<file path="config.mk">
export PLATFORM = sky130hd
export DESIGN_NAME = multi_color_tracking_flat
export DESIGN_NICKNAME = d
export VERILOG_FILES = /design/src/rtl/multi_color_tracking_if.sv /design/src/rtl/multi_color_tracking.sv /design/src/flat_wrapper.sv
export SDC_FILE = /design/constraint.sdc
export NUM_CORES = 1
export LEC_CHECK = 0
export ABC_CLOCK_PERIOD_IN_PS = 7800
export BUFFER_PORTS_ARGS = -buffer_cell sky130_fd_sc_hd__buf_2
export CAP_MARGIN = 25
export CORE_MARGIN = 2
export CORE_UTILIZATION = 61
export CTS_BUF_LIST = sky130_fd_sc_hd__clkbuf_8
export DETAILED_ROUTE_END_ITERATION = 8
export HOLD_SLACK_MARGIN = 0.05
export PLACE_DENSITY_LB_ADDON = 0.08
export SETUP_SLACK_MARGIN = 0.02
export SLEW_MARGIN = 20
export SYNTH_ARGS = -nofsm -noshare
export SYNTH_HDL_FRONTEND = slang
export SYNTH_SLANG_ARGS = --single-unit
</file>
<file path="constraint.sdc">
create_clock -name clock_50 -period 7.8 [get_ports clock_50]
set_input_delay 0.78 -clock clock_50 [delete_from_list [all_inputs] [get_ports clock_50]]
set_output_delay 0.78 -clock clock_50 [all_outputs]
set_load 0.01 [all_outputs]
</file>
<file path="src/rtl/multi_color_tracking_if.sv">
// Pixel-stream and result bus for multi_color_tracking.
// Macro TRACKING_PIXCOUNT_EN adds the per-channel pix_count result field.
// Signals:
//   in_valid/in_ready/in_sof/in_rgb : pixel stream handshake and payload
//   thr_lo/thr_hi                   : per-channel inclusive RGB windows
//   out_valid/out_found/center_x/center_y/width/height : frame report
//   frame_err                       : framing-error strobe
// master = pixel source / result consumer, slave = tracker.
interface multi_color_tracking_if #(
    parameter int unsigned NUM_CH  = 2,
    parameter int unsigned COORD_W = 12
);
    logic                        in_valid;
    logic                        in_ready;
    logic                        in_sof;
    logic [23:0]                 in_rgb;
    logic [NUM_CH*24-1:0]        thr_lo;
    logic [NUM_CH*24-1:0]        thr_hi;
    logic                        out_valid;
    logic [NUM_CH-1:0]           out_found;
    logic [NUM_CH*COORD_W-1:0]   center_x;
    logic [NUM_CH*COORD_W-1:0]   center_y;
    logic [NUM_CH*COORD_W-1:0]   width;
    logic [NUM_CH*COORD_W-1:0]   height;
    logic                        frame_err;
`ifdef TRACKING_PIXCOUNT_EN
    logic [NUM_CH*20-1:0]        pix_count;
`endif

    modport master (
        output in_valid, in_sof, in_rgb, thr_lo, thr_hi,
`ifdef TRACKING_PIXCOUNT_EN
        input  pix_count,
`endif
        input  in_ready, out_valid, out_found, center_x, center_y, width, height, frame_err
    );

    modport slave (
        input  in_valid, in_sof, in_rgb, thr_lo, thr_hi,
`ifdef TRACKING_PIXCOUNT_EN
        output pix_count,
`endif
        output in_ready, out_valid, out_found, center_x, center_y, width, height, frame_err
    );
endinterface

</file>
<file path="src/rtl/multi_color_tracking.sv">
// Per-channel colour-window bounding-box tracker over a raster pixel stream.
// Ports: clock_50 (clock), reset (async, active-high), bus (slave modport of
// multi_color_tracking_if: pixel stream in, thresholds in, frame report out).
// Optional macro TRACKING_PIXCOUNT_EN: per-channel match counters, reported on
// bus.pix_count; a channel is only "found" with at least MIN_PIX matches.
module multi_color_tracking #(
    parameter int unsigned WIDTH   = 640,
    parameter int unsigned HEIGHT  = 480,
    parameter int unsigned NUM_CH  = 2,
    parameter int unsigned COORD_W = 12
`ifdef TRACKING_PIXCOUNT_EN
    , parameter int unsigned MIN_PIX = 16
`endif
) (
    input  logic                   clock_50,
    input  logic                   reset,
    multi_color_tracking_if.slave  bus
);

    localparam int unsigned CNT_W = 20;
    localparam logic [1:0] S_SYNC   = 2'd0;
    localparam logic [1:0] S_SCAN   = 2'd1;
    localparam logic [1:0] S_REPORT = 2'd2;
    localparam logic [COORD_W-1:0] X_LAST = COORD_W'(WIDTH - 1);
    localparam logic [COORD_W-1:0] Y_LAST = COORD_W'(HEIGHT - 1);

    logic [1:0]                state_q, state_d;
    logic [COORD_W-1:0]        x_q, x_d, y_q, y_d;
    logic [NUM_CH-1:0]         hit_q, hit_d;
    logic [COORD_W-1:0]        min_x_q [NUM_CH], min_x_d [NUM_CH];
    logic [COORD_W-1:0]        max_x_q [NUM_CH], max_x_d [NUM_CH];
    logic [COORD_W-1:0]        min_y_q [NUM_CH], min_y_d [NUM_CH];
    logic [COORD_W-1:0]        max_y_q [NUM_CH], max_y_d [NUM_CH];
    logic                      out_valid_q, out_valid_d;
    logic                      frame_err_q, frame_err_d;
    logic [NUM_CH-1:0]         found_q, found_d;
    logic [NUM_CH*COORD_W-1:0] cx_q, cx_d, cy_q, cy_d, wd_q, wd_d, ht_q, ht_d;
`ifdef TRACKING_PIXCOUNT_EN
    logic [CNT_W-1:0]          cnt_q [NUM_CH], cnt_d [NUM_CH];
    logic [NUM_CH*CNT_W-1:0]   pc_q, pc_d;
`endif

    logic                      xfer;
    logic                      at_origin;
    logic                      clr, take;
    logic [COORD_W-1:0]        px, py;
    logic [COORD_W:0]          sum_x, sum_y;
    logic [NUM_CH-1:0]         match;

    // Ready in every state but REPORT, and never while reset is held.
    assign bus.in_ready = (state_q != S_REPORT) && !reset;
    assign xfer         = bus.in_valid && bus.in_ready;
    assign at_origin    = (x_q == '0) && (y_q == '0);

    // Inclusive per-component window test; lo > hi can never match.
    always_comb begin
        for (int k = 0; k < NUM_CH; k++) begin
            match[k] = 1'b1;
            for (int c = 0; c < 3; c++) begin
                if (bus.in_rgb[8*c +: 8] < bus.thr_lo[24*k + 8*c +: 8] ||
                    bus.in_rgb[8*c +: 8] > bus.thr_hi[24*k + 8*c +: 8])
                    match[k] = 1'b0;
            end
        end
    end

    // Next-state, raster position, bounding boxes and report registers.
    always_comb begin
        state_d     = state_q;
        x_d         = x_q;
        y_d         = y_q;
        hit_d       = hit_q;
        min_x_d     = min_x_q;
        max_x_d     = max_x_q;
        min_y_d     = min_y_q;
        max_y_d     = max_y_q;
        out_valid_d = 1'b0;
        frame_err_d = 1'b0;
        found_d     = found_q;
        cx_d        = cx_q;
        cy_d        = cy_q;
        wd_d        = wd_q;
        ht_d        = ht_q;
`ifdef TRACKING_PIXCOUNT_EN
        cnt_d       = cnt_q;
        pc_d        = pc_q;
`endif
        clr         = 1'b0;
        take        = 1'b0;
        px          = x_q;
        py          = y_q;
        sum_x       = '0;
        sum_y       = '0;

        case (state_q)
            S_SYNC: begin
                if (xfer && bus.in_sof) begin
                    clr     = 1'b1;
                    take    = 1'b1;
                    px      = '0;
                    py      = '0;
                    state_d = S_SCAN;
                end
            end
            S_SCAN: begin
                if (xfer) begin
                    if (bus.in_sof) begin
                        // Early start-of-frame restarts the frame at the origin.
                        frame_err_d = !at_origin;
                        clr         = 1'b1;
                        take        = 1'b1;
                        px          = '0;
                        py          = '0;
                    end else if (at_origin) begin
                        // Lost frame alignment: drop and resynchronise.
                        frame_err_d = 1'b1;
                        state_d     = S_SYNC;
                    end else begin
                        take = 1'b1;
                    end
                end
            end
            S_REPORT: begin
                out_valid_d = 1'b1;
                for (int k = 0; k < NUM_CH; k++) begin
`ifdef TRACKING_PIXCOUNT_EN
                    found_d[k] = hit_q[k] && (cnt_q[k] >= CNT_W'(MIN_PIX));
                    pc_d[k*CNT_W +: CNT_W] = cnt_q[k];
`else
                    found_d[k] = hit_q[k];
`endif
                    // Channels without a result keep their previous box.
                    if (found_d[k]) begin
                        sum_x = {1'b0, min_x_q[k]} + {1'b0, max_x_q[k]};
                        sum_y = {1'b0, min_y_q[k]} + {1'b0, max_y_q[k]};
                        cx_d[k*COORD_W +: COORD_W] = sum_x[COORD_W:1];
                        cy_d[k*COORD_W +: COORD_W] = sum_y[COORD_W:1];
                        wd_d[k*COORD_W +: COORD_W] = COORD_W'(max_x_q[k] - min_x_q[k] + COORD_W'(1));
                        ht_d[k*COORD_W +: COORD_W] = COORD_W'(max_y_q[k] - min_y_q[k] + COORD_W'(1));
                    end
                end
                clr     = 1'b1;
                x_d     = '0;
                y_d     = '0;
                state_d = S_SCAN;
            end
            default: state_d = S_SYNC;
        endcase

        if (clr) begin
            hit_d = '0;
            for (int k = 0; k < NUM_CH; k++) begin
                min_x_d[k] = '0;
                max_x_d[k] = '0;
                min_y_d[k] = '0;
                max_y_d[k] = '0;
`ifdef TRACKING_PIXCOUNT_EN
                cnt_d[k]   = '0;
`endif
            end
        end

        if (take) begin
            for (int k = 0; k < NUM_CH; k++) begin
                if (match[k]) begin
                    if (!hit_d[k]) begin
                        min_x_d[k] = px;
                        max_x_d[k] = px;
                        min_y_d[k] = py;
                        max_y_d[k] = py;
                    end else begin
                        if (px < min_x_d[k]) min_x_d[k] = px;
                        if (px > max_x_d[k]) max_x_d[k] = px;
                        if (py < min_y_d[k]) min_y_d[k] = py;
                        if (py > max_y_d[k]) max_y_d[k] = py;
                    end
                    hit_d[k] = 1'b1;
`ifdef TRACKING_PIXCOUNT_EN
                    cnt_d[k] = cnt_d[k] + CNT_W'(1);
`endif
                end
            end
            // Raster advance; the last pixel of the frame triggers the report.
            if (px == X_LAST) begin
                x_d = '0;
                if (py == Y_LAST) begin
                    y_d     = '0;
                    state_d = S_REPORT;
                end else begin
                    y_d = py + COORD_W'(1);
                end
            end else begin
                x_d = px + COORD_W'(1);
                y_d = py;
            end
        end
    end

    // State and datapath registers.
    always_ff @(posedge clock_50 or posedge reset) begin
        if (reset) begin
            state_q     <= S_SYNC;
            x_q         <= '0;
            y_q         <= '0;
            hit_q       <= '0;
            out_valid_q <= 1'b0;
            frame_err_q <= 1'b0;
            found_q     <= '0;
            cx_q        <= '0;
            cy_q        <= '0;
            wd_q        <= '0;
            ht_q        <= '0;
            for (int k = 0; k < NUM_CH; k++) begin
                min_x_q[k] <= '0;
                max_x_q[k] <= '0;
                min_y_q[k] <= '0;
                max_y_q[k] <= '0;
`ifdef TRACKING_PIXCOUNT_EN
                cnt_q[k]   <= '0;
`endif
            end
`ifdef TRACKING_PIXCOUNT_EN
            pc_q        <= '0;
`endif
        end else begin
            state_q     <= state_d;
            x_q         <= x_d;
            y_q         <= y_d;
            hit_q       <= hit_d;
            min_x_q     <= min_x_d;
            max_x_q     <= max_x_d;
            min_y_q     <= min_y_d;
            max_y_q     <= max_y_d;
            out_valid_q <= out_valid_d;
            frame_err_q <= frame_err_d;
            found_q     <= found_d;
            cx_q        <= cx_d;
            cy_q        <= cy_d;
            wd_q        <= wd_d;
            ht_q        <= ht_d;
`ifdef TRACKING_PIXCOUNT_EN
            cnt_q       <= cnt_d;
            pc_q        <= pc_d;
`endif
        end
    end

    assign bus.out_valid = out_valid_q;
    assign bus.frame_err = frame_err_q;
    assign bus.out_found = found_q;
    assign bus.center_x  = cx_q;
    assign bus.center_y  = cy_q;
    assign bus.width     = wd_q;
    assign bus.height    = ht_q;
`ifdef TRACKING_PIXCOUNT_EN
    assign bus.pix_count = pc_q;
`endif

endmodule

</file>
<file path="src/flat_wrapper.sv">
// flat-port wrapper written by rule: the top's interface ports become plain ports
module multi_color_tracking_flat 
#(
    parameter int unsigned WIDTH   = 640,
    parameter int unsigned HEIGHT  = 480,
    parameter int unsigned NUM_CH  = 2,
    parameter int unsigned COORD_W = 12

)
  (clock_50, reset, bus_in_valid, bus_in_sof, bus_in_rgb, bus_thr_lo, bus_thr_hi, bus_in_ready, bus_out_valid, bus_out_found, bus_center_x, bus_center_y, bus_width, bus_height, bus_frame_err);
  multi_color_tracking_if #(.NUM_CH(NUM_CH), .COORD_W(COORD_W)) bus_i ();
  input  logic clock_50;
  input  logic reset;
  input wire logic [$bits(bus_i.in_valid)-1:0] bus_in_valid;
  input wire logic [$bits(bus_i.in_sof)-1:0] bus_in_sof;
  input wire logic [$bits(bus_i.in_rgb)-1:0] bus_in_rgb;
  input wire logic [$bits(bus_i.thr_lo)-1:0] bus_thr_lo;
  input wire logic [$bits(bus_i.thr_hi)-1:0] bus_thr_hi;
  output wire logic [$bits(bus_i.in_ready)-1:0] bus_in_ready;
  output wire logic [$bits(bus_i.out_valid)-1:0] bus_out_valid;
  output wire logic [$bits(bus_i.out_found)-1:0] bus_out_found;
  output wire logic [$bits(bus_i.center_x)-1:0] bus_center_x;
  output wire logic [$bits(bus_i.center_y)-1:0] bus_center_y;
  output wire logic [$bits(bus_i.width)-1:0] bus_width;
  output wire logic [$bits(bus_i.height)-1:0] bus_height;
  output wire logic [$bits(bus_i.frame_err)-1:0] bus_frame_err;
  assign bus_i.in_valid = bus_in_valid;
  assign bus_i.in_sof = bus_in_sof;
  assign bus_i.in_rgb = bus_in_rgb;
  assign bus_i.thr_lo = bus_thr_lo;
  assign bus_i.thr_hi = bus_thr_hi;
  assign bus_in_ready = bus_i.in_ready;
  assign bus_out_valid = bus_i.out_valid;
  assign bus_out_found = bus_i.out_found;
  assign bus_center_x = bus_i.center_x;
  assign bus_center_y = bus_i.center_y;
  assign bus_width = bus_i.width;
  assign bus_height = bus_i.height;
  assign bus_frame_err = bus_i.frame_err;
  multi_color_tracking #(.WIDTH(WIDTH), .HEIGHT(HEIGHT), .NUM_CH(NUM_CH), .COORD_W(COORD_W)) u_core (.clock_50(clock_50), .reset(reset), .bus(bus_i));
endmodule
</file>
==> flow_summary.toml <==
[synth]
synth-seq-area-share_pct = 31.0
synth.largest_area_cell = "dfrtp_1"
postSynthCellCount = 1990
synthArstFlopShare_pct = 100
synthesis.nets = 2431
synth.avg_cell_area_sq_um = 9.08
ys.flop_type = "dfrtp_1"
synth_top_area_share_pct = 31.0
synth_cell_types = 92
ys_warn_count = 0
synth_commonest_cells = "ha_1, nand2_1, dfrtp_1"
ys_ff_latch = 224
yosysMostFrequentCell = "ha_1"
ys_top_cells_by_area = "dfrtp_1, ha_1, nand2_1, inv_1, mux2i_1"
synth_area_sq_um = 18100
synth_edf_count = 0

[outcome]
status = "finished, final reports clean"

[clock_tree]
cts_buffer_depth = 3
cts_hold_buffers = 0
clk_pin_slew_worst_paths_ps = 60
cts.sinks = 224
cts_made_buffers = 43
cts_tree = "done"
h-tree-depth = 2
insertion_delay_ps = 580
cts_resized = 0
postCtsSetupBuffers = 0
cts-root-buf = "clkbuf_8"

[timing]
post-route-period-util_pct = 60.2
setup_violations = 0
clock.fmax_mhz = 213
fin_setup_tns_ps = 0
tightestPinTransition_ps = 975
hold_viol_final = 0
slew_viol_final = 0
min_period_ps = 4700
relSlewSlack_pct = 34.8
clock_skew_ps = 47.6
rsz0062_at_grt = "no"

[routing]
drt_pass1_iterations = 5
wl_per_cell_um = 18.0
wl_um = 47300
num_vias = 15300
drc_errors = 0
initialDrtViolationCount = 1033
post_drt_via_cell_ratio = 5.80
ant_nets = 0

[critical_path]
reg2reg_slack_ps = 3100
worstSetupPathType = "flip-flop to flip-flop"
reg2reg_to = "u_core.min_x_q[1]$_DFF_PP0_"
cp.arrival_ps = 5150
cp_data_required_time_ps = 8260
start_kind = "flip-flop"
endpoint_kind = "flip-flop"
worstPathMaxFanout = 62
ff2ff_path_depth = 12
r2r_start = "u_core.state_q[0]$_DFF_PP0_"

[placed_design]
io_buffers = 224
dpl.hpwl_um = 36900
gp_congestion = 0.941
placed_area_sq_um = 19400

[power_and_ir_drop]
vdd_drop_max_v = 0.0000975
p_int_mw = 2.03
p_switching_mw = 0.820
clockPowerShare_pct = 42.7
power.density_nw_per_um2 = 140
power.leakage_nw = 10.7
sw_frac_of_total_pct = 28.8
seqPwrFrac_pct = 42.2
comb_power_share_pct = 15.1

[die]
row_count = 63
coreArea_sq_um = 29400
die_h_um = 176
die_area_sq_um = 31000
start_util_pct = 61.5
pin_count = 225
die_w_um = 176

[layout]
multi_input_area_sq_um = 11300
area_delta_synth_final_pct = 12.5
stdcell_area_sq_um = 20300
seqCellArea_sq_um = 5610
nFillCells = 2370
fin_nets = 2650
diodes = 0
drive_gt1_share_pct = 16.0

[global_route]
grt.total_usage_pct = 31.1
grt_pass1_wl_um = 78000
globalRoute.totalOverflow = 0
grt_max_degree = 102
antenna_found_initial = 0
grt_pass1_vias = 15400

[worst_hold_path]
hp-class = "input port to async pin"

[flow_run]
cap_viol_max_count = 0
logic make-up (layout without fill, tap and decap cells):
family / after synthesis / after routing / synth area share (%)
AND/OR/NAND/NOR: 518 / 518 / 13.5
AO/OA/AOI/OAI: 481 / 481 / 17.5
adder cells (fa/ha/maj): 317 / 317 / 22.3
buffers and inverters: 271 / 524 / 6.30
flip-flops: 224 / 224 / 31.0
multiplexers: 95 / 95 / 5.42
XOR/XNOR: 84 / 84 / 4.07
final cells by class:
cell class / instances / share of cell area, %
Timing Repair Buffer: 232 / 5.81
Inverter: 213 / 3.98
Sequential cell: 224 / 27.6
Clock inverter: 19 / 0.431
Multi-Input combinational cell: 1495 / 55.8
Tap cell: 390 / 2.40
Clock buffer: 60 / 4.06
registers in the layout (all words and copies together) (netlist names), 2 cells and up:
signal / count
u_core.hit_q: 2
u_core.y_q: 12
u_core.x_q: 12
u_core.bus.center_x: 24
u_core.bus.out_found: 2
u_core.max_x_q: 24
u_core.bus.width: 24
u_core.bus.height: 24
u_core.min_y_q: 24
u_core.state_q: 2
u_core.min_x_q: 24
u_core.bus.center_y: 24
u_core.max_y_q: 24
stage by stage:
step	instances	utilization [%]	power, mW	hold WS (ps)	worst slack (ps)
floorplan	1990	-	1.51	473	886
global placement	2554	66.1	1.64	456	2960
detailed placement	2554	66.1	1.65	465	2860
CTS	2633	69.2	2.87	400	3110
global route	2633	69.2	2.98	412	2710
finish	2633	69.2	2.85	335	3100
worst max path at each step:
stage	slack [ps]	endpoint	cells after the start	from
2_1_floorplan	890	u_core.bus.center_x[0]$_DFFE_PP0P_	1	reset
3_3_place_gp	2960	u_core.max_x_q[12]$_DFF_PP0_	14	reset
3_5_place_dp	2860	u_core.min_x_q[4]$_DFF_PP0_	13	reset
4_1_cts	3110	u_core.min_x_q[4]$_DFF_PP0_	12	u_core.state_q[0]$_DFF_PP0_
5_1_grt	2710	u_core.min_x_q[4]$_DFF_PP0_	12	u_core.state_q[0]$_DFF_PP0_
6_report	3100	u_core.min_x_q[1]$_DFF_PP0_	12	u_core.state_q[0]$_DFF_PP0_
per-layer routing:
| metal | GRT usage (%) | up-vias | part of all wire, % |
|---|---|---|---|
| li1 | - | 7454 | - |
| met1 | 41.6 | 7194 | 45 |
| met2 | 50.4 | 519 | 45 |
| met3 | 5.75 | 105 | 6.3 |
| met4 | 11.4 | 0 | 3.3 |
| met5 | 0 | - | 0 |
power by group through the flow:
stage | clock network, mW | registers [mW] | logic, mW
6_report | 1.22 | 1.20 | 0.432
5_1_grt | 1.28 | 1.20 | 0.492
4_1_cts | 1.23 | 1.20 | 0.432
3_5_place_dp | 0 | 1.22 | 0.430
3_3_place_gp | 0 | 1.22 | 0.414
2_1_floorplan | 0 | 1.21 | 0.308
critical path: stages, from the launching register on:
cell and delay (ps):
dfrtp_1 480, nand2b_4 450, inv_4 190, nor2_8 710
buf_4 490, nand2_1 170, ha_1 330, and4_1 270
a221oi_1 110, a221oi_1 360, a2111oi_2 100, o21ai_2 650
mux2i_1 260
cells in the final DEF, fill, tap and decap left out, types with 17 or more instances in the layout:
master	Yosys	routed
nor3_1	21	21
mux2i_1	75	75
a211oi_1	17	17
a21o_1	27	27
o21ai_0	136	136
ha_1	309	309
a21oi_1	111	111
clkbuf_8	0	60
nand3_1	33	33
inv_1	212	222
nand2_1	270	268
xor2_1	18	18
nand4_1	21	21
nor2b_1	28	28
o21a_1	20	20
buf_2	4	224
nor2_1	70	70
xnor2_1	66	66
mux2_2	18	18
dfrtp_1	224	224
o21bai_1	25	25
Power figures use the tool's default switching activity.
